===== src/rtl/fdma_pkg.sv =====
// rtl/fdma_pkg.sv - shared state types and derived-constant helpers for the FDMA write scheduler
package fdma_pkg;

  typedef enum logic [1:0] {C_IDLE, C_RST, C_ARMED, C_LAST} ch_state_t;
  typedef enum logic [1:0] {A_ARB, A_REQ, A_BUSY, A_DONE} arb_state_t;

  function automatic int burst_f(input int xsize, input int dw, input int axi_dw, input int xdiv);
    return xsize * dw / axi_dw / xdiv;
  endfunction

  function automatic int inc_f(input int xsize, input int dw, input int xdiv);
    return xsize * dw / 8 / xdiv;
  endfunction

  // Last burst of a line also skips the stride padding.
  function automatic int last_inc_f(input int xsize, input int xstride, input int dw, input int xdiv);
    return (xstride - xsize) * dw / 8 + inc_f(xsize, dw, xdiv);
  endfunction

  function automatic int nburst_f(input int ysize, input int xdiv);
    return ysize * xdiv;
  endfunction

  function automatic int clog2_f(input int n);
    int r;
    r = 1;
    while ((1 << r) < n) r++;
    return r;
  endfunction

endpackage


===== src/rtl/fdma_wr_sched_if.sv =====
// rtl/fdma_wr_sched_if.sv - FDMA write port bundle between scheduler and AXI master
interface fdma_wr_sched_if #(
  parameter int AXI_DATA_WIDTH = 128,
  parameter int AXI_ADDR_WIDTH = 32
);
  logic [AXI_ADDR_WIDTH-1:0] O_fdma_waddr;
  logic                      O_fdma_wareq;
  logic [15:0]               O_fdma_wsize;
  logic [AXI_DATA_WIDTH-1:0] O_fdma_wdata;
  logic                      I_fdma_wbusy;
  logic                      I_fdma_wvalid;

  modport master (
    output O_fdma_waddr, O_fdma_wareq, O_fdma_wsize, O_fdma_wdata,
    input  I_fdma_wbusy, I_fdma_wvalid
  );

  modport slave (
    input  O_fdma_waddr, O_fdma_wareq, O_fdma_wsize, O_fdma_wdata,
    output I_fdma_wbusy, I_fdma_wvalid
  );
endinterface


===== src/rtl/fdma_wr_ch_ctrl.sv =====
// rtl/fdma_wr_ch_ctrl.sv - per-channel frame sync, FIFO reset, burst addressing and IRQ
module fdma_wr_ch_ctrl
  import fdma_pkg::*;
#(
  parameter int CNT_WIDTH      = 12,
  parameter int AXI_DATA_WIDTH = 128,
  parameter int W_DATAWIDTH    = 32,
  parameter int W_DSIZEBITS    = 24,
  parameter int W_XSIZE        = 1920,
  parameter int W_XSTRIDE      = 1920,
  parameter int W_YSIZE        = 1080,
  parameter int W_XDIV         = 2,
  parameter int W_BUFSIZE      = 3,
  parameter int RST_CYCLES     = 40,
  parameter int RST_GUARD      = 60,
  parameter int IRQ_CYCLES     = 60,
  parameter int VIDEO_ENABLE   = 1
)(
  input  logic                   clk,
  input  logic                   rst,
  input  logic                   en,
  input  logic                   fs,
  input  logic [CNT_WIDTH-1:0]   rcnt,
  input  logic [7:0]             buf_in,
  input  logic                   arb_sync,
  input  logic                   pick,
  input  logic                   done,
  output logic                   eligible,
  output logic                   fifo_rst,
  output logic [7:0]             sync_cnt,
  output logic [7:0]             bufn,
  output logic [7:0]             wbuf,
  output logic [W_DSIZEBITS-1:0] offset,
  output logic                   irq,
  output logic                   ovf
);

  localparam int BURST    = burst_f(W_XSIZE, W_DATAWIDTH, AXI_DATA_WIDTH, W_XDIV);
  localparam int INC      = inc_f(W_XSIZE, W_DATAWIDTH, W_XDIV);
  localparam int LAST_INC = last_inc_f(W_XSIZE, W_XSTRIDE, W_DATAWIDTH, W_XDIV);
  localparam int NBURST   = nburst_f(W_YSIZE, W_XDIV);
  localparam int RCW      = clog2_f(RST_CYCLES + RST_GUARD + 1);
  localparam int ICW      = clog2_f(IRQ_CYCLES + 1);
  localparam int BW       = clog2_f(NBURST + 1);
  localparam int DVW      = clog2_f(W_XDIV + 1);
  localparam logic [RCW-1:0] RST_END = RCW'(RST_CYCLES + RST_GUARD - 1);

  ch_state_t              state_q, state_d;
  logic [RCW-1:0]         rst_cnt_q, rst_cnt_d;
  logic                   fifo_rst_q, fifo_rst_d;
  logic [7:0]             sync_q, sync_d;
  logic [7:0]             bufn_q, bufn_d;
  logic [7:0]             wbuf_q, wbuf_d;
  logic [W_DSIZEBITS-1:0] offset_q, offset_d;
  logic [BW-1:0]          bcnt_q, bcnt_d;
  logic [DVW-1:0]         div_q, div_d;
  logic [ICW-1:0]         irq_cnt_q, irq_cnt_d;
  logic                   irq_q, irq_d;
  logic                   ovf_q, ovf_d;
  logic                   fs_eff, last_burst;

  assign fs_eff     = (VIDEO_ENABLE != 0) ? fs : 1'b1;
  assign last_burst = (bcnt_q == BW'(NBURST - 1));

  always_comb begin
    state_d    = state_q;
    rst_cnt_d  = rst_cnt_q;
    fifo_rst_d = fifo_rst_q;
    sync_d     = sync_q;
    bufn_d     = bufn_q;
    wbuf_d     = wbuf_q;
    offset_d   = offset_q;
    bcnt_d     = bcnt_q;
    div_d      = div_q;
    irq_cnt_d  = irq_cnt_q;
    ovf_d      = ovf_q;

    if (irq_cnt_q != '0) irq_cnt_d = irq_cnt_q - 1'b1;
    if ((VIDEO_ENABLE != 0) && fs && (state_q != C_IDLE)) ovf_d = 1'b1;

    case (state_q)
      C_IDLE: begin
        offset_d  = '0;
        bcnt_d    = '0;
        div_d     = '0;
        rst_cnt_d = '0;
        if (fs_eff && en) begin
          state_d    = C_RST;
          sync_d     = (sync_q == 8'(W_BUFSIZE - 1)) ? 8'd0 : sync_q + 8'd1;
          fifo_rst_d = (VIDEO_ENABLE != 0) && (RST_CYCLES > 0);
        end
      end
      C_RST: begin
        if (rst_cnt_q == '0) bufn_d = buf_in;
        if (rst_cnt_q != RST_END) rst_cnt_d = rst_cnt_q + 1'b1;
        fifo_rst_d = (int'(rst_cnt_q) + 1 < RST_CYCLES);
        if (VIDEO_ENABLE == 0) begin
          fifo_rst_d = 1'b0;
          state_d    = C_ARMED;
        end else if ((rst_cnt_q == RST_END) && !irq_q) begin
          state_d = C_ARMED;
        end
      end
      C_ARMED: begin
        if (pick) begin
          if (last_burst) state_d = C_LAST;
        end else if (arb_sync && !en) begin
          state_d = C_IDLE;
        end
      end
      default: ;
    endcase

    if (done) begin
      if (div_q == DVW'(W_XDIV - 1)) begin
        offset_d = offset_q + W_DSIZEBITS'(LAST_INC);
        div_d    = '0;
      end else begin
        offset_d = offset_q + W_DSIZEBITS'(INC);
        div_d    = div_q + 1'b1;
      end
      bcnt_d = bcnt_q + 1'b1;
      if (last_burst) begin
        state_d   = C_IDLE;
        wbuf_d    = bufn_q;
        irq_cnt_d = ICW'(IRQ_CYCLES);
      end
    end

    irq_d = (irq_cnt_d != '0);
  end

  always_ff @(posedge clk) begin
    if (rst) begin
      state_q    <= C_IDLE;
      rst_cnt_q  <= '0;
      fifo_rst_q <= 1'b0;
      sync_q     <= '0;
      bufn_q     <= '0;
      wbuf_q     <= '0;
      offset_q   <= '0;
      bcnt_q     <= '0;
      div_q      <= '0;
      irq_cnt_q  <= '0;
      irq_q      <= 1'b0;
      ovf_q      <= 1'b0;
    end else begin
      state_q    <= state_d;
      rst_cnt_q  <= rst_cnt_d;
      fifo_rst_q <= fifo_rst_d;
      sync_q     <= sync_d;
      bufn_q     <= bufn_d;
      wbuf_q     <= wbuf_d;
      offset_q   <= offset_d;
      bcnt_q     <= bcnt_d;
      div_q      <= div_d;
      irq_cnt_q  <= irq_cnt_d;
      irq_q      <= irq_d;
      ovf_q      <= ovf_d;
    end
  end

  assign eligible = (state_q == C_ARMED) && (rcnt >= CNT_WIDTH'(BURST));
  assign fifo_rst = fifo_rst_q;
  assign sync_cnt = sync_q;
  assign bufn     = bufn_q;
  assign wbuf     = wbuf_q;
  assign offset   = offset_q;
  assign irq      = irq_q;
  assign ovf      = ovf_q;

endmodule


===== src/rtl/fdma_wr_sched.sv =====
// rtl/fdma_wr_sched.sv - round-robin arbiter of CH_NUM video write channels onto one FDMA write port
module fdma_wr_sched
  import fdma_pkg::*;
#(
  parameter int          CH_NUM         = 4,
  parameter int          AXI_DATA_WIDTH = 128,
  parameter int          AXI_ADDR_WIDTH = 32,
  parameter int          CNT_WIDTH      = 12,
  parameter int          W_DATAWIDTH    = 32,
  parameter int unsigned W_BASEADDR     = 0,
  parameter int          W_DSIZEBITS    = 24,
  parameter int          CH_ADDR_SHIFT  = 27,
  parameter int          W_XSIZE        = 1920,
  parameter int          W_XSTRIDE      = 1920,
  parameter int          W_YSIZE        = 1080,
  parameter int          W_XDIV         = 2,
  parameter int          W_BUFSIZE      = 3,
  parameter int          RST_CYCLES     = 40,
  parameter int          RST_GUARD      = 60,
  parameter int          IRQ_CYCLES     = 60,
  parameter int          VIDEO_ENABLE   = 1
)(
  input  logic                             I_ui_clk,
  input  logic                             I_ui_rst,
  input  logic [CH_NUM-1:0]                I_ch_en,
  input  logic [CH_NUM-1:0]                I_W_FS,
  input  logic [CH_NUM*CNT_WIDTH-1:0]      I_W_rcnt,
  input  logic [CH_NUM*8-1:0]              I_W_buf,
  input  logic [CH_NUM*AXI_DATA_WIDTH-1:0] I_W_fifo_dout,
  output logic [CH_NUM-1:0]                O_fifo_re,
  output logic [CH_NUM-1:0]                O_fifo_rst,
  output logic [CH_NUM*8-1:0]              O_W_sync_cnt,
  fdma_wr_sched_if.master                  fdma,
  output logic [CH_NUM*8-1:0]              O_fdma_wbuf,
  output logic [CH_NUM-1:0]                O_fdma_wirq,
  output logic [CH_NUM-1:0]                O_fs_ovf
);

  localparam int GW    = clog2_f(CH_NUM);
  localparam int BURST = burst_f(W_XSIZE, W_DATAWIDTH, AXI_DATA_WIDTH, W_XDIV);

  arb_state_t                arb_q, arb_d;
  logic [GW-1:0]             grant_q, grant_d;
  logic [GW-1:0]             ptr_q, ptr_d;
  logic [AXI_ADDR_WIDTH-1:0] waddr_q, waddr_d;
  logic                      wareq_q, wareq_d;
  logic [15:0]               wsize_q, wsize_d;

  logic [CH_NUM-1:0]         eligible, pick_v, done_v;
  logic [7:0]                ch_bufn   [CH_NUM];
  logic [W_DSIZEBITS-1:0]    ch_offset [CH_NUM];
  logic                      arb_sync, found;
  logic [GW-1:0]             sel;

  assign arb_sync = (arb_q == A_ARB);

  for (genvar g = 0; g < CH_NUM; g++) begin : g_ch
    fdma_wr_ch_ctrl #(
      .CNT_WIDTH      (CNT_WIDTH),
      .AXI_DATA_WIDTH (AXI_DATA_WIDTH),
      .W_DATAWIDTH    (W_DATAWIDTH),
      .W_DSIZEBITS    (W_DSIZEBITS),
      .W_XSIZE        (W_XSIZE),
      .W_XSTRIDE      (W_XSTRIDE),
      .W_YSIZE        (W_YSIZE),
      .W_XDIV         (W_XDIV),
      .W_BUFSIZE      (W_BUFSIZE),
      .RST_CYCLES     (RST_CYCLES),
      .RST_GUARD      (RST_GUARD),
      .IRQ_CYCLES     (IRQ_CYCLES),
      .VIDEO_ENABLE   (VIDEO_ENABLE)
    ) u_ch (
      .clk      (I_ui_clk),
      .rst      (I_ui_rst),
      .en       (I_ch_en[g]),
      .fs       (I_W_FS[g]),
      .rcnt     (I_W_rcnt[g*CNT_WIDTH +: CNT_WIDTH]),
      .buf_in   (I_W_buf[g*8 +: 8]),
      .arb_sync (arb_sync),
      .pick     (pick_v[g]),
      .done     (done_v[g]),
      .eligible (eligible[g]),
      .fifo_rst (O_fifo_rst[g]),
      .sync_cnt (O_W_sync_cnt[g*8 +: 8]),
      .bufn     (ch_bufn[g]),
      .wbuf     (O_fdma_wbuf[g*8 +: 8]),
      .offset   (ch_offset[g]),
      .irq      (O_fdma_wirq[g]),
      .ovf      (O_fs_ovf[g])
    );
  end

  always_comb begin
    arb_d   = arb_q;
    grant_d = grant_q;
    ptr_d   = ptr_q;
    waddr_d = waddr_q;
    wareq_d = wareq_q;
    wsize_d = 16'(BURST);
    pick_v  = '0;
    done_v  = '0;
    found   = 1'b0;
    sel     = '0;

    case (arb_q)
      A_ARB: begin
        wareq_d = 1'b0;
        // First eligible channel at or after the pointer wins.
        for (int k = 0; k < CH_NUM; k++) begin
          if (!found && eligible[(int'(ptr_q) + k) % CH_NUM]) begin
            found = 1'b1;
            sel   = GW'((int'(ptr_q) + k) % CH_NUM);
          end
        end
        if (found) begin
          pick_v[sel] = 1'b1;
          grant_d     = sel;
          waddr_d     = AXI_ADDR_WIDTH'(W_BASEADDR)
                      + (AXI_ADDR_WIDTH'(sel) << CH_ADDR_SHIFT)
                      + AXI_ADDR_WIDTH'({ch_bufn[sel], ch_offset[sel]});
          wareq_d     = 1'b1;
          arb_d       = A_REQ;
        end
      end
      A_REQ: begin
        if (fdma.I_fdma_wbusy) begin
          wareq_d = 1'b0;
          arb_d   = A_BUSY;
        end else begin
          wareq_d = 1'b1;
        end
      end
      A_BUSY: begin
        if (!fdma.I_fdma_wbusy) arb_d = A_DONE;
      end
      A_DONE: begin
        done_v[grant_q] = 1'b1;
        ptr_d = (int'(grant_q) == CH_NUM - 1) ? '0 : grant_q + 1'b1;
        arb_d = A_ARB;
      end
      default: arb_d = A_ARB;
    endcase
  end

  always_ff @(posedge I_ui_clk) begin
    if (I_ui_rst) begin
      arb_q   <= A_ARB;
      grant_q <= '0;
      ptr_q   <= '0;
      waddr_q <= '0;
      wareq_q <= 1'b0;
      wsize_q <= '0;
    end else begin
      arb_q   <= arb_d;
      grant_q <= grant_d;
      ptr_q   <= ptr_d;
      waddr_q <= waddr_d;
      wareq_q <= wareq_d;
      wsize_q <= wsize_d;
    end
  end

  always_comb begin
    for (int c = 0; c < CH_NUM; c++) begin
      O_fifo_re[c] = fdma.I_fdma_wvalid && (grant_q == GW'(c))
                   && ((arb_q == A_REQ) || (arb_q == A_BUSY));
    end
  end

  assign fdma.O_fdma_wdata = I_W_fifo_dout[int'(grant_q)*AXI_DATA_WIDTH +: AXI_DATA_WIDTH];
  assign fdma.O_fdma_waddr = waddr_q;
  assign fdma.O_fdma_wareq = wareq_q;
  assign fdma.O_fdma_wsize = wsize_q;

endmodule


===== src/flat_wrapper.sv =====
// flat-port wrapper written by rule: the top's interface ports become plain ports
module fdma_wr_sched_flat import fdma_pkg::*;
#(
  parameter int          CH_NUM         = 4,
  parameter int          AXI_DATA_WIDTH = 128,
  parameter int          AXI_ADDR_WIDTH = 32,
  parameter int          CNT_WIDTH      = 12,
  parameter int          W_DATAWIDTH    = 32,
  parameter int unsigned W_BASEADDR     = 0,
  parameter int          W_DSIZEBITS    = 24,
  parameter int          CH_ADDR_SHIFT  = 27,
  parameter int          W_XSIZE        = 1920,
  parameter int          W_XSTRIDE      = 1920,
  parameter int          W_YSIZE        = 1080,
  parameter int          W_XDIV         = 2,
  parameter int          W_BUFSIZE      = 3,
  parameter int          RST_CYCLES     = 40,
  parameter int          RST_GUARD      = 60,
  parameter int          IRQ_CYCLES     = 60,
  parameter int          VIDEO_ENABLE   = 1
)
  (I_ui_clk, I_ui_rst, I_ch_en, I_W_FS, I_W_rcnt, I_W_buf, I_W_fifo_dout, O_fifo_re, O_fifo_rst, O_W_sync_cnt, O_fdma_wbuf, O_fdma_wirq, O_fs_ovf, fdma_O_fdma_waddr, fdma_O_fdma_wareq, fdma_O_fdma_wsize, fdma_O_fdma_wdata, fdma_I_fdma_wbusy, fdma_I_fdma_wvalid);
  fdma_wr_sched_if #(.AXI_DATA_WIDTH(AXI_DATA_WIDTH), .AXI_ADDR_WIDTH(AXI_ADDR_WIDTH)) fdma_i ();
  input  logic I_ui_clk;
  input  logic I_ui_rst;
  input  logic [CH_NUM-1:0] I_ch_en;
  input  logic [CH_NUM-1:0] I_W_FS;
  input  logic [CH_NUM*CNT_WIDTH-1:0] I_W_rcnt;
  input  logic [CH_NUM*8-1:0] I_W_buf;
  input  logic [CH_NUM*AXI_DATA_WIDTH-1:0] I_W_fifo_dout;
  output logic [CH_NUM-1:0] O_fifo_re;
  output logic [CH_NUM-1:0] O_fifo_rst;
  output logic [CH_NUM*8-1:0] O_W_sync_cnt;
  output logic [CH_NUM*8-1:0] O_fdma_wbuf;
  output logic [CH_NUM-1:0] O_fdma_wirq;
  output logic [CH_NUM-1:0] O_fs_ovf;
  output wire logic [$bits(fdma_i.O_fdma_waddr)-1:0] fdma_O_fdma_waddr;
  output wire logic [$bits(fdma_i.O_fdma_wareq)-1:0] fdma_O_fdma_wareq;
  output wire logic [$bits(fdma_i.O_fdma_wsize)-1:0] fdma_O_fdma_wsize;
  output wire logic [$bits(fdma_i.O_fdma_wdata)-1:0] fdma_O_fdma_wdata;
  input wire logic [$bits(fdma_i.I_fdma_wbusy)-1:0] fdma_I_fdma_wbusy;
  input wire logic [$bits(fdma_i.I_fdma_wvalid)-1:0] fdma_I_fdma_wvalid;
  assign fdma_O_fdma_waddr = fdma_i.O_fdma_waddr;
  assign fdma_O_fdma_wareq = fdma_i.O_fdma_wareq;
  assign fdma_O_fdma_wsize = fdma_i.O_fdma_wsize;
  assign fdma_O_fdma_wdata = fdma_i.O_fdma_wdata;
  assign fdma_i.I_fdma_wbusy = fdma_I_fdma_wbusy;
  assign fdma_i.I_fdma_wvalid = fdma_I_fdma_wvalid;
  fdma_wr_sched #(.CH_NUM(CH_NUM), .AXI_DATA_WIDTH(AXI_DATA_WIDTH), .AXI_ADDR_WIDTH(AXI_ADDR_WIDTH), .CNT_WIDTH(CNT_WIDTH), .W_DATAWIDTH(W_DATAWIDTH), .W_BASEADDR(W_BASEADDR), .W_DSIZEBITS(W_DSIZEBITS), .CH_ADDR_SHIFT(CH_ADDR_SHIFT), .W_XSIZE(W_XSIZE), .W_XSTRIDE(W_XSTRIDE), .W_YSIZE(W_YSIZE), .W_XDIV(W_XDIV), .W_BUFSIZE(W_BUFSIZE), .RST_CYCLES(RST_CYCLES), .RST_GUARD(RST_GUARD), .IRQ_CYCLES(IRQ_CYCLES), .VIDEO_ENABLE(VIDEO_ENABLE)) u_core (.I_ui_clk(I_ui_clk), .I_ui_rst(I_ui_rst), .I_ch_en(I_ch_en), .I_W_FS(I_W_FS), .I_W_rcnt(I_W_rcnt), .I_W_buf(I_W_buf), .I_W_fifo_dout(I_W_fifo_dout), .O_fifo_re(O_fifo_re), .O_fifo_rst(O_fifo_rst), .O_W_sync_cnt(O_W_sync_cnt), .fdma(fdma_i), .O_fdma_wbuf(O_fdma_wbuf), .O_fdma_wirq(O_fdma_wirq), .O_fs_ovf(O_fs_ovf));
endmodule

===== config.mk =====
export PLATFORM = sky130hd
export DESIGN_NAME = fdma_wr_sched_flat
export DESIGN_NICKNAME = d
export VERILOG_FILES = /design/src/rtl/fdma_pkg.sv /design/src/rtl/fdma_wr_sched_if.sv /design/src/rtl/fdma_wr_ch_ctrl.sv /design/src/rtl/fdma_wr_sched.sv /design/src/flat_wrapper.sv
export SDC_FILE = /design/constraint.sdc
export NUM_CORES = 1
export LEC_CHECK = 0
export ABC_AREA = 1
export CAP_MARGIN = 20
export CORE_AREA = 8 8 329 331
export CTS_BUF_LIST = sky130_fd_sc_hd__clkbuf_16
export DETAILED_ROUTE_END_ITERATION = 12
export DIE_AREA = 0 0 337 339
export PLACE_DENSITY = 0.39
export SLEW_MARGIN = 10
export SYNTH_ARGS = -nofsm -noshare
export SYNTH_HDL_FRONTEND = slang
export SYNTH_SLANG_ARGS = --single-unit

===== constraint.sdc =====
create_clock -name I_ui_clk -period 9.4 [get_ports I_ui_clk]
set_clock_uncertainty 0.05 [all_clocks]
set_input_delay 2.82 -clock I_ui_clk [delete_from_list [all_inputs] [get_ports I_ui_clk]]
set_output_delay 2.82 -clock I_ui_clk [all_outputs]
set_load 0.05 [all_outputs]

# Yosys cells after proc, flatten, opt, wreduce, memory -nomap -nowiden
# Cells that the tools add are included.
dict set report word_totals {
  input_bits 604
  register_bits 359
  word_cells 370
}
dict set report classes {
  n_addsub 29
  n_eq_ne 42
  n_bitwise 4
  order_cmp 17
  mux 126
  reduce_logical 101
  shift 1
}
# operator n
set op_table {}
lappend op_table {{$shiftx A512 B10 Y128} 1}
lappend op_table {{$mux W24} 10}
lappend op_table {{$add A24 B12 Y24 const B} 4}
lappend op_table {{$mux W12} 8}
lappend op_table {{$mux W2} 37}
lappend op_table {{$mux W6} 12}
lappend op_table {{$mux W8} 7}
lappend op_table {{$pmux W7 S2} 4}
lappend op_table {{$add A12 B1 Y12 const B} 4}
lappend op_table {{$bmux W24 S2} 1}
lappend op_table {{$eq A12 B12 Y1 const B} 4}
lappend op_table {{$ge A12 B8 Y1 const B} 4}
lappend op_table {{$reduce_bool A6 Y1} 8}
lappend op_table {{$reduce_and A2 Y1} 21}
lappend op_table {{$logic_and A1 B1 Y1} 33}
lappend op_table {{$add A29 B32 Y32} 1}
lappend op_table {{$add A7 B1 Y8 const B} 4}
lappend op_table {{$add A8 B1 Y8 const B} 4}
lappend op_table {{$eq A8 B2 Y1 const B} 4}
lappend op_table {{$lt A8 B6 Y1 const B} 4}
lappend op_table {{$add A7 B1 Y7 const B} 4}
lappend op_table {{$eq A7 B7 Y1 const B} 4}
lappend op_table {{$logic_not A7 Y1} 4}
lappend op_table {{$mux W7} 4}
lappend op_table {{28 further kinds} 129}

# Longest topological paths before layout
# Gate-level depths: netlist of run 1.
dict set report logic_depth {
  ltp_word 28
  mapped_depth 29
  mapped_depth_nobuf 27
}

# Cells and area by module
# Synthesis of run 1 repeated with hierarchy kept, for this count alone.
dict set report hier_totals {
  cells_unflattened 3340
  hier_area_um2 20882.5
}
# module n_inst cells_each area_per_inst_um2 seq_area_each_um2
set by_module_without_submodules {}
lappend by_module_without_submodules {{fdma_wr_ch_ctrl (u_core.g_ch[0].u_ch ...)} 3 519 3573.4 1401.3}
lappend by_module_without_submodules {fdma_wr_sched 1 1244 6547.5 800.8}
lappend by_module_without_submodules {{fdma_wr_ch_ctrl (u_core.g_ch[2].u_ch)} 1 539 3614.7 1401.3}

# Worst setup path before layout of run 1
# Ideal clock, no wire load.
dict set report synth_path {
  kind {input to output}
  startpoint {in I_W_fifo_dout[247]}
  endpoint {out fdma_O_fdma_wdata[119]}
  setup_slack_ps 2861
  required_ps 6530
  stages 2
  arrival_time_ps 3669
  cell_sequence {o21ai_0 -> o22ai_1}
}
dict set report synth_via {
  elab_chain_cells 1
}
# element line
set synth_rtl {}
lappend synth_rtl {{start, declared} flat_wrapper.sv:30} ;# input logic [CH_NUM*AXI_DATA_WIDTH-1:0] I_W_fifo_dout;
lappend synth_rtl {{$shiftx A512 B10 Y128} fdma_wr_sched.sv:170} ;# assign fdma.O_fdma_wdata = I_W_fifo_dout[int'(grant_q)*AXI_DATA_WIDTH +: AXI_DATA_WIDTH];
lappend synth_rtl {{end, declared} flat_wrapper.sv:40} ;# output wire logic [$bits(fdma_i.O_fdma_wdata)-1:0] fdma_O_fdma_wdata;
# No other way between the ends.

# Worst setup path after layout of run 1
dict set report layout_path {
  startpoint {in I_W_fifo_dout[153]}
  endpoint {out fdma_O_fdma_wdata[25]}
}
# The elaborated chain is that of the path after synthesis.

==> results.md, run 1 <==
- Status: complete, no violations
- NetSw: 3390 uW
- Gr ovfl total: 0
- Peak supply drop: 0.000115 V
- Data required, critical path: 6.53 ns
- PnR Total Power: 6730 uW
- Sequential power share: 0.235
- Final hold vios: 0
- Cells after Synth: 2937
- Worst-case clock buffer depth: 3
- Crit share post-route: 0.878
- Cell Pwr Density: 228 nW/um2
- Initial antenna violation count: 73
- Site row count: 118
- Final layout net count: 4312
- Share of layout cells above drive strength 1: 0.0333
- Layout Cells excl Fill: 5088
- Setup tns final: 0 ns
- Cell with the most instances after synthesis: nor2_1
- Worst stage delay on the critical path: 0.97 ns
- Worst path cell trace: clkdlybuf4s50_1, o21ai_0, o22ai_1, clkdlybuf4s50_1
- Met1 WL: 57400 um
- Synth Cell Area: 18900 um2
- Leakage: 0.0109 uW
- WL/cell: 27.9 um
- Predominant post-synthesis flop cell: dfxtp_1
- Comb pwr share: 0.551
- Worst setup path startpoint: I_W_fifo_dout[153]
- Worst setup EP type: output port
- Number of enable flip-flop cells after synthesis: 0
- CTS Buf Count: 41
- Fillers: 11544
- Switching Share: 0.504
- Placer Congestion: 1.03
- Vias per std cell: 4.58
- Initial Utilization: 0.184
- Synth top area share: 0.330
- Synth area leader: dfxtp_1
- Worst-margin pin slew: 1.04 ns
- Worst r2r src: u_core.g_ch[1].u_ch.state_q[1]$_SDFF_PP0_
- Vias in the first global route: 22604
- Avg Inst Size Synth: 6.45 um2
- Port Buf Inserts: 824
- CTS tree: yes
- Layout area overhead: 56.1%
- Slew HR: 0.306
- Die area: 114000 um2
- CP bufs+invs: 2
- Area contributors post-synth: dfxtp_1, nor2_1, o21ai_0
- Hold path startpoint: u_core.g_ch[0].u_ch.ovf$_SDFFE_PP0P_
- Commonest cells post-synth: nor2_1, nand2_1, o21ai_0, inv_1, dfxtp_1
- Hold crit path type: reg2reg
- Yosys Warn Count: 0
- Routed Antenna Nets: 0
- Maximum Capacitance Violations: 0
- Cell Int Power: 3340 uW
- Metal3 WL: 13000 um
- RSZ-0062 raised after global routing: false
- FFs w/ async S/R, synth: 0
- Clk pwr share: 0.214
- Total I/O pin count: 861
- Die W: 337 um
- Largest net degree at the start of global routing: 144
- Sequential element share of the synthesized area: 0.330
- Hold buffers post-CTS: 0
- Sink Count: 312
- GRT Util Overall: 0.237
- CP arrival: 5.39 ns
- Initial DRC Count: 1773
- Detailed placement HPWL: 121000 um
- Flops & latches, synth: 312
- H-tree levels: 2
- First-pass GRT wire length: 190000 um
- Highest metal layer with signal wires: met5
- CP Class: in2out
- CP dominant cell by count: clkdlybuf4s50_1
- Placed insts: 5002
- CTS Root Cell: clkbuf_16
- First-pass DRT Iterations: 5
- Clock Pin Slew Worst Setup and Hold Paths: 0.05 ns
- Post-CTS Setup Repair Bufs: 0
- Slowest cell on crit path: clkdlybuf4s50_1
- Vert. Die Dim: 339 um
- Core area: 103000 um2
- Drt drc: 0
- Library cells used by synthesis: 56
- Crit-path leading delay family: buffers and inverters
- Post-CTS sizing: 0
- Critical Path Fanout Max: 1
- Final wirelength: 142000 um
- Vias: 23279
- Max-slew violations: 0
- Finished Core Util: 0.287
- Final setup vio count: 0
- Met2 wire len: 66800 um
- Clock Latency Late Sink: 0.57 ns
- Period minus WS final: 8.26 ns
- Setup crit start kind: input port
- Upper clock frequency limit: 0.121 GHz
metal layers:
metal,global-route usage,up-vias
met5,0,-
met1,0.281,10838
met3,0.0871,197
met4,0.0742,38
met2,0.397,923
li1,-,11283
worst register-to-register path, delay by kind of cell (launching register included):
family,cells,cell delay [ns]
simple gates,13,2.57
buf+inv,6,0.54
compound gates,2,0.50
flops,1,0.45
fa+ha+maj,1,0.26
cells by family (layout without fill, tap and decap cells):
logic type | after synthesis | after routing | synth area share
AND/OR/NAND/NOR | 1217 | 1217 | 0.270
other | 1 | 37 | 0.000198
XOR/XNOR | 23 | 23 | 0.0110
buffers and inverters | 505 | 1240 | 0.110
AO/OA/AOI/OAI | 836 | 836 | 0.249
flip-flops | 312 | 312 | 0.330
adder cells (fa/ha/maj) | 43 | 43 | 0.0288
layout make-up:
| type | count | area (um2) | area share |
|---|---|---|---|
| Sequential cell | 312 | 6250 | 0.212 |
| Tap cell | 1380 | 1730 | 0.0584 |
| Clock buffer | 41 | 1030 | 0.0347 |
| Clock inverter | 28 | 161 | 0.00546 |
| Inverter | 330 | 1250 | 0.0424 |
| Antenna cell | 17 | 42.5 | 0.00144 |
| Multi-Input combinational cell | 2139 | 10700 | 0.361 |
| Timing Repair Buffer | 841 | 8410 | 0.285 |
final timing paths:
kind                                                                  end  slack (ns)  depth (start not counted)
worst max-delay path                                fdma_O_fdma_wdata[25]        1.14                          4
worst min-delay path                 u_core.g_ch[0].u_ch.ovf$_SDFFE_PP0P_        0.40                          2
worst max register to register  u_core.fdma.O_fdma_waddr[30]$_SDFFE_PP0P_        4.94                         22
worst min register to register       u_core.g_ch[0].u_ch.ovf$_SDFFE_PP0P_        0.40                          2
metrics by stage:
stage / hold slack (ns) / cell area (um2) / worst slack, ns
floorplan: 0.380 / 19000 / 2.86
global placement: 0.388 / 28300 / 1.29
detailed placement: 0.393 / 28300 / 1.29
CTS: 0.401 / 29500 / 1.29
global route: 0.423 / 29600 / 1.28
finish: 0.397 / 29600 / 1.14
cell usage in the layout, fill, tap and decap left out, types with 4 or more instances in the layout:
cell,n
clkdlybuf4s50_1,823
nor2_1,525
nand2_1,426
o21ai_0,378
inv_1,326
dfxtp_1,310
a21oi_1,192
o22ai_1,136
nand3_1,103
nor3_1,53
ha_1,42
clkbuf_16,41
nand4_1,32
a211oi_1,30
nor4_1,25
conb_1,20
nor3b_1,19
o21ai_1,19
a22oi_1,19
diode_2,17
buf_4,14
xnor2_1,13
inv_2,11
a22oi_2,10
clkinv_1,10
o31ai_1,10
xor2_1,9
and3_1,7
a31oi_1,7
or2_2,6
nor2_4,5
o211ai_1,5
o21a_1,5
a311oi_1,5
nand2_4,4
a32oi_1,4
power by group through the flow:
stage | Sequential, uW | Combinational, uW | Clock [uW]
floorplan | 1650 | 2030 | 0
global placement | 1610 | 3720 | 0
detailed placement | 1610 | 3710 | 0
CTS | 1580 | 3730 | 1500
global route | 1600 | 3940 | 1550
finish | 1580 | 3710 | 1440
flip-flops by register name, indices dropped and copies added (netlist names), 4 cells and up:
register,count
u_core.fdma.O_fdma_waddr,24
u_core.g_ch.u_ch.irq_cnt_q,24
u_core.g_ch.u_ch.ovf,4
u_core.g_ch.u_ch.sync_cnt,32
u_core.g_ch.u_ch.wbuf,32
u_core.g_ch.u_ch.rst_cnt_q,28
u_core.g_ch.u_ch.fifo_rst,4
u_core.g_ch.u_ch.state_q,8
u_core.g_ch.u_ch.bcnt_q,48
u_core.g_ch.u_ch.bufn,32
u_core.g_ch.u_ch.irq,4
u_core.g_ch.u_ch.offset,64
Note: power is estimated with default switching activity, not from simulation.
==> run 2, diff against run 1 <==
CAP_MARGIN = 40   (was 20)
==> run 2 against run 1 <==
  * Sequential share of layout area down 0.26 points
  * Critical endpoint unchanged
  * First-iteration DRC count up 6.4%
  * Register-to-register slack better by 0.23 ns
  * Largest cell class unchanged
  * Die area unchanged
  * Global-route usage about the same
  * Critical path type unchanged
==> results.md, run 2 (synthesis results as in run 1) <==
- Status: complete, no violations
- Worst stage delay on the critical path: 0.95 ns
- GRT busiest layer: met2
- RSZ-0062 raised after global routing: false
- CP Class: in2out
- Hold buffers post-CTS: 0
- Finished Core Util: 0.291
- Commonest cells after routing, fill and taps aside: clkdlybuf4s50_1, nor2_1, nand2_1, o21ai_0, inv_1
- Initial Utilization: 0.184
- Vert. Die Dim: 339 um
- Vias per std cell: 4.58
- CP arrival: 5.25 ns
- Initial DRC Count: 1887
- Data required, critical path: 6.53 ns
- Critical Path Fanout Max: 1
- Vias in the first global route: 22820
- Setup tns final: 0 ns
- Final hold vios: 0
- Site row count: 118
- Layout Cells excl Fill: 5122
- Peak supply drop: 0.000111 V
- Core area: 103000 um2
- Largest net degree at the start of global routing: 144
- Port Buf Inserts: 824
- Layout area overhead: 58.1%
- Routing usage on met1: 0.277
- Die W: 337 um
- Commonest non-fill, non-tap cell in the layout: clkdlybuf4s50_1
- CTS Root Cell: clkbuf_16
- Hold crit path type: reg2reg
- Slowest cell on crit path: clkdlybuf4s50_1
- Sink Count: 312
- Crit share post-route: 0.864
- Clock Pin Slew Worst Setup and Hold Paths: 0.06 ns
- Flop2flop setup slack: 5.17 ns
- Vias: 23444
- Maximum Capacitance Violations: 0
- Clock Latency Late Sink: 0.57 ns
- Met2 usage in global routing: 0.394
- Die area: 114000 um2
- Placer Congestion: 1.03
- First-pass DRT Iterations: 5
- Period minus WS final: 8.12 ns
- Slew HR: 0.358
- Gr ovfl total: 0
- Cell Pwr Density: 228 nW/um2
- Final layout net count: 4341
- Largest register FFs: 64
- CTS Buf Count: 41
- Worst-case clock buffer depth: 3
- Total I/O pin count: 861
- Worst setup EP type: output port
- Leakage: 0.0110 uW
- CTS tree: yes
- Post-CTS sizing: 0
- H-tree levels: 2
- Initial antenna violation count: 80
- Worst path cell trace: clkdlybuf4s50_1, o21ai_0, o22ai_1, clkdlybuf4s50_1
- WL/cell: 27.8 um
- Placed insts: 5027
- CP dominant cell by count: clkdlybuf4s50_1
- Detailed placement HPWL: 121000 um
- Max-slew violations: 0
- Share of layout cells above drive strength 1: 0.0403
- Final wirelength: 143000 um
- GRT Util Overall: 0.238
- Drt drc: 0
- Post-CTS Setup Repair Bufs: 0
- Upper clock frequency limit: 0.123 GHz
- Setup crit start kind: input port
- GR Util met3: 0.0926
- Final setup vio count: 0
- Worst-margin pin slew: 0.953 ns
- Routed Antenna Nets: 0
- First-pass GRT wire length: 191000 um
run 2: worst paths after layout:
path              cells past startpoint                                  from                                     endpoint
setup reg to reg                     12        u_core.grant_q[1]$_SDFFE_PP0P_  u_core.g_ch[0].u_ch.offset[22]$_SDFFE_PP0P_
setup / recovery                      4                    I_W_fifo_dout[153]                        fdma_O_fdma_wdata[25]
hold / removal                        2  u_core.g_ch[3].u_ch.ovf$_SDFFE_PP0P_         u_core.g_ch[3].u_ch.ovf$_SDFFE_PP0P_
hold reg to reg                       2  u_core.g_ch[3].u_ch.ovf$_SDFFE_PP0P_         u_core.g_ch[3].u_ch.ovf$_SDFFE_PP0P_
run 2: report_power, final:
| part | switching, uW | internal [uW] |
|---|---|---|
| clock | 629 | 804 |
| combinational | 2650 | 1170 |
| sequential | 133 | 1450 |
| total | 3410 | 3420 |
run 2: metal layers:
layer,vias up,part of all wire
li1,11353,-
met1,10913,0.40
met2,931,0.47
met3,207,0.095
met4,40,0.036
met5,-,0.0019
run 2: final cells by class:
| type | instances | area (um2) |
|---|---|---|
| Multi-Input combinational cell | 2139 | 10700 |
| Fill cell | 11545 | 73000 |
| Antenna cell | 21 | 52.6 |
| Timing Repair Buffer | 870 | 8770 |
| Clock inverter | 28 | 139 |
| Sequential cell | 312 | 6250 |
| Inverter | 330 | 1250 |
| Tap cell | 1380 | 1730 |
| Clock buffer | 42 | 1050 |
run 2: through the flow:
step	hold slack (ns)	setup slack [ns]	total power [uW]	cell area [um2]
after floorplan	0.380	2.86	3680	19000
after global placement	0.388	1.29	5330	28300
after detailed placement	0.396	1.30	5430	28700
after CTS	0.405	1.30	6910	29900
after global routing	0.419	1.27	7190	29900
final	0.402	1.28	6830	29900
run 2: critical path: cells and delay by family:
kind	cells	cell delay, ns
buffers and inverters	2	1.41
AOI/OAI and AO/OA	2	1.01
==> run 3, diff against run 2 <==
CAP_MARGIN = 25   (was 40)
==> run 3 against run 2 <==
  * Register-to-register slack gained 0.03 ns
  * Wire length shrank 0.27%
  * Largest power group unchanged
  * Sequential power hardly changed
  * Critical path depth did not move
  * Flip-flop and latch count is the same
  * Clock power barely moved
  * First-iteration DRC count down 6.7%
  * Non-clock buffer count decreased by 28
  * Highest routed layer unchanged
  * Global-route usage about the same
  * Fmax fell by 0.72%
  * Cell count fell by 0.64%
  * Core utilization is 0.35 points lower
==> results.md, run 3 (synthesis results as in run 1) <==
- Slew HR: 0.285
- RSZ-0062 raised after global routing: false
- Upper clock frequency limit: 0.122 GHz
- DP Area: 28300 um2
- Worst-case clock buffer depth: 3
- CTS Root Cell: clkbuf_16
- Layout area overhead: 56.2%
- Critical Path Fanout Max: 1
- Share of layout cells above drive strength 1: 0.0336
- Data required, critical path: 6.53 ns
- Hold WS: 0.397 ns
- Hold buffers post-CTS: 0
- Non-Filler Cell Area, Final: 29600 um2
- Core area: 103000 um2
- Final setup vio count: 0
- Final hold vios: 0
- H-tree levels: 2
- Period minus WS final: 8.18 ns
- Commonest cells after routing, fill and taps aside: clkdlybuf4s50_1, nor2_1, nand2_1, o21ai_0, inv_1
- First-pass DRT Iterations: 5
- Cell Pwr Density: 228 nW/um2
- Worst setup EP type: output port
- Clock Pin Slew Worst Setup and Hold Paths: 0.05 ns
- Leakage: 0.0109 uW
- Max-slew violations: 0
- Initial Utilization: 0.184
- Clock Latency Late Sink: 0.57 ns
- Sink Count: 312
- CTS Buf Count: 41
- Die area: 114000 um2
- Post-CTS Setup Repair Bufs: 0
- Die W: 337 um
- Commonest non-fill, non-tap cell in the layout: clkdlybuf4s50_1
- Peak supply drop: 0.000110 V
- Worst-margin pin slew: 1.06 ns
- First-pass GRT wire length: 190000 um
- Setup crit start kind: input port
- Port Buf Inserts: 824
- Worst path cell trace: clkdlybuf4s50_1, o21ai_0, o22ai_1, clkdlybuf4s50_1
- CTS tree: yes
- Vias per std cell: 4.58
- Largest register FFs: 64
- Maximum Capacitance Violations: 0
- Slowest cell on crit path: clkdlybuf4s50_1
- Detailed placement HPWL: 121000 um
- Hold crit path type: reg2reg
- Initial antenna violation count: 73
- Drt drc: 0
- Final layout net count: 4313
- GRT Util Overall: 0.237
- Largest net degree at the start of global routing: 144
- CP Class: in2out
- Vert. Die Dim: 339 um
- Worst stage delay on the critical path: 0.96 ns
- Setup tns final: 0 ns
- Final wirelength: 142000 um
- CP dominant cell by count: clkdlybuf4s50_1
- Site row count: 118
- Post-CTS sizing: 0
- Vias: 23290
- Placer Congestion: 1.03
- Vias in the first global route: 22604
- WL/cell: 27.9 um
- Total I/O pin count: 861
- Crit share post-route: 0.870
- Status: complete, no violations
- Routed Antenna Nets: 0
- Gr ovfl total: 0
- CP arrival: 5.31 ns
- Initial DRC Count: 1760
-- run 3: cell types whose count changed in the layout (fill, tap and decap cells not counted), sizes merged --
cell	previous run	this run
bufinv	0	1
inv	340	344
buf	47	19
clkinv	18	13
diode	21	17
clkbuf	42	41
-- run 3: path summary, 6_finish.rpt --
check / startpoint / endpoint / slack [ns] / cells after the start
worst max-delay path: I_W_fifo_dout[153] / fdma_O_fdma_wdata[25] / 1.22 / 4
worst min-delay path: u_core.g_ch[0].u_ch.ovf$_SDFFE_PP0P_ / u_core.g_ch[0].u_ch.ovf$_SDFFE_PP0P_ / 0.40 / 2
worst max register to register: u_core.grant_q[1]$_SDFFE_PP0P_ / u_core.g_ch[0].u_ch.offset[20]$_SDFFE_PP0P_ / 5.20 / 12
worst min register to register: u_core.g_ch[0].u_ch.ovf$_SDFFE_PP0P_ / u_core.g_ch[0].u_ch.ovf$_SDFFE_PP0P_ / 0.40 / 2
-- run 3: area by class of cell --
class	count	area, um2
antenna	17	42.5
clock buffer	41	1030
clock inverter	28	161
fill	11543	73300
inverter	330	1250
multi-input combinational	2139	10700
sequential	312	6250
tap	1380	1730
timing repair buffer	842	8430
-- run 3: metal layers --
layer	up-vias	share of wire	routed length (um)	track usage
met3	203	0.094	13300	0.0871
met1	10836	0.40	57200	0.281
met5	-	0.0017	237	0
li1	11283	-	-	-
met2	930	0.47	66700	0.397
met4	38	0.033	4680	0.0742
-- run 3: through the flow --
step | worst slack [ns] | total power (uW) | utilization | instances
after CTS | 1.29 | 6810 | 0.287 | 5071
after global placement | 1.29 | 5330 | 0.275 | 5002
after global routing | 1.28 | 7100 | 0.287 | 5087
final | 1.22 | 6750 | 0.287 | 5089
after detailed placement | 1.29 | 5320 | 0.275 | 5002
after floorplan | 2.86 | 3680 | - | 2956
-- run 3: critical path, delay by kind of cell --
kind                   cells  cell delay, ns
AO/OA/AOI/OAI              2            1.07
buffers and inverters      2            1.41
-- run 3: where the power goes --
group | total, uW | internal (uW) | switching [uW]
Sequential | 1580 | 1450 | 132
Combinational | 3720 | 1090 | 2640
Clock | 1440 | 816 | 628
Total | 6750 | 3350 | 3400
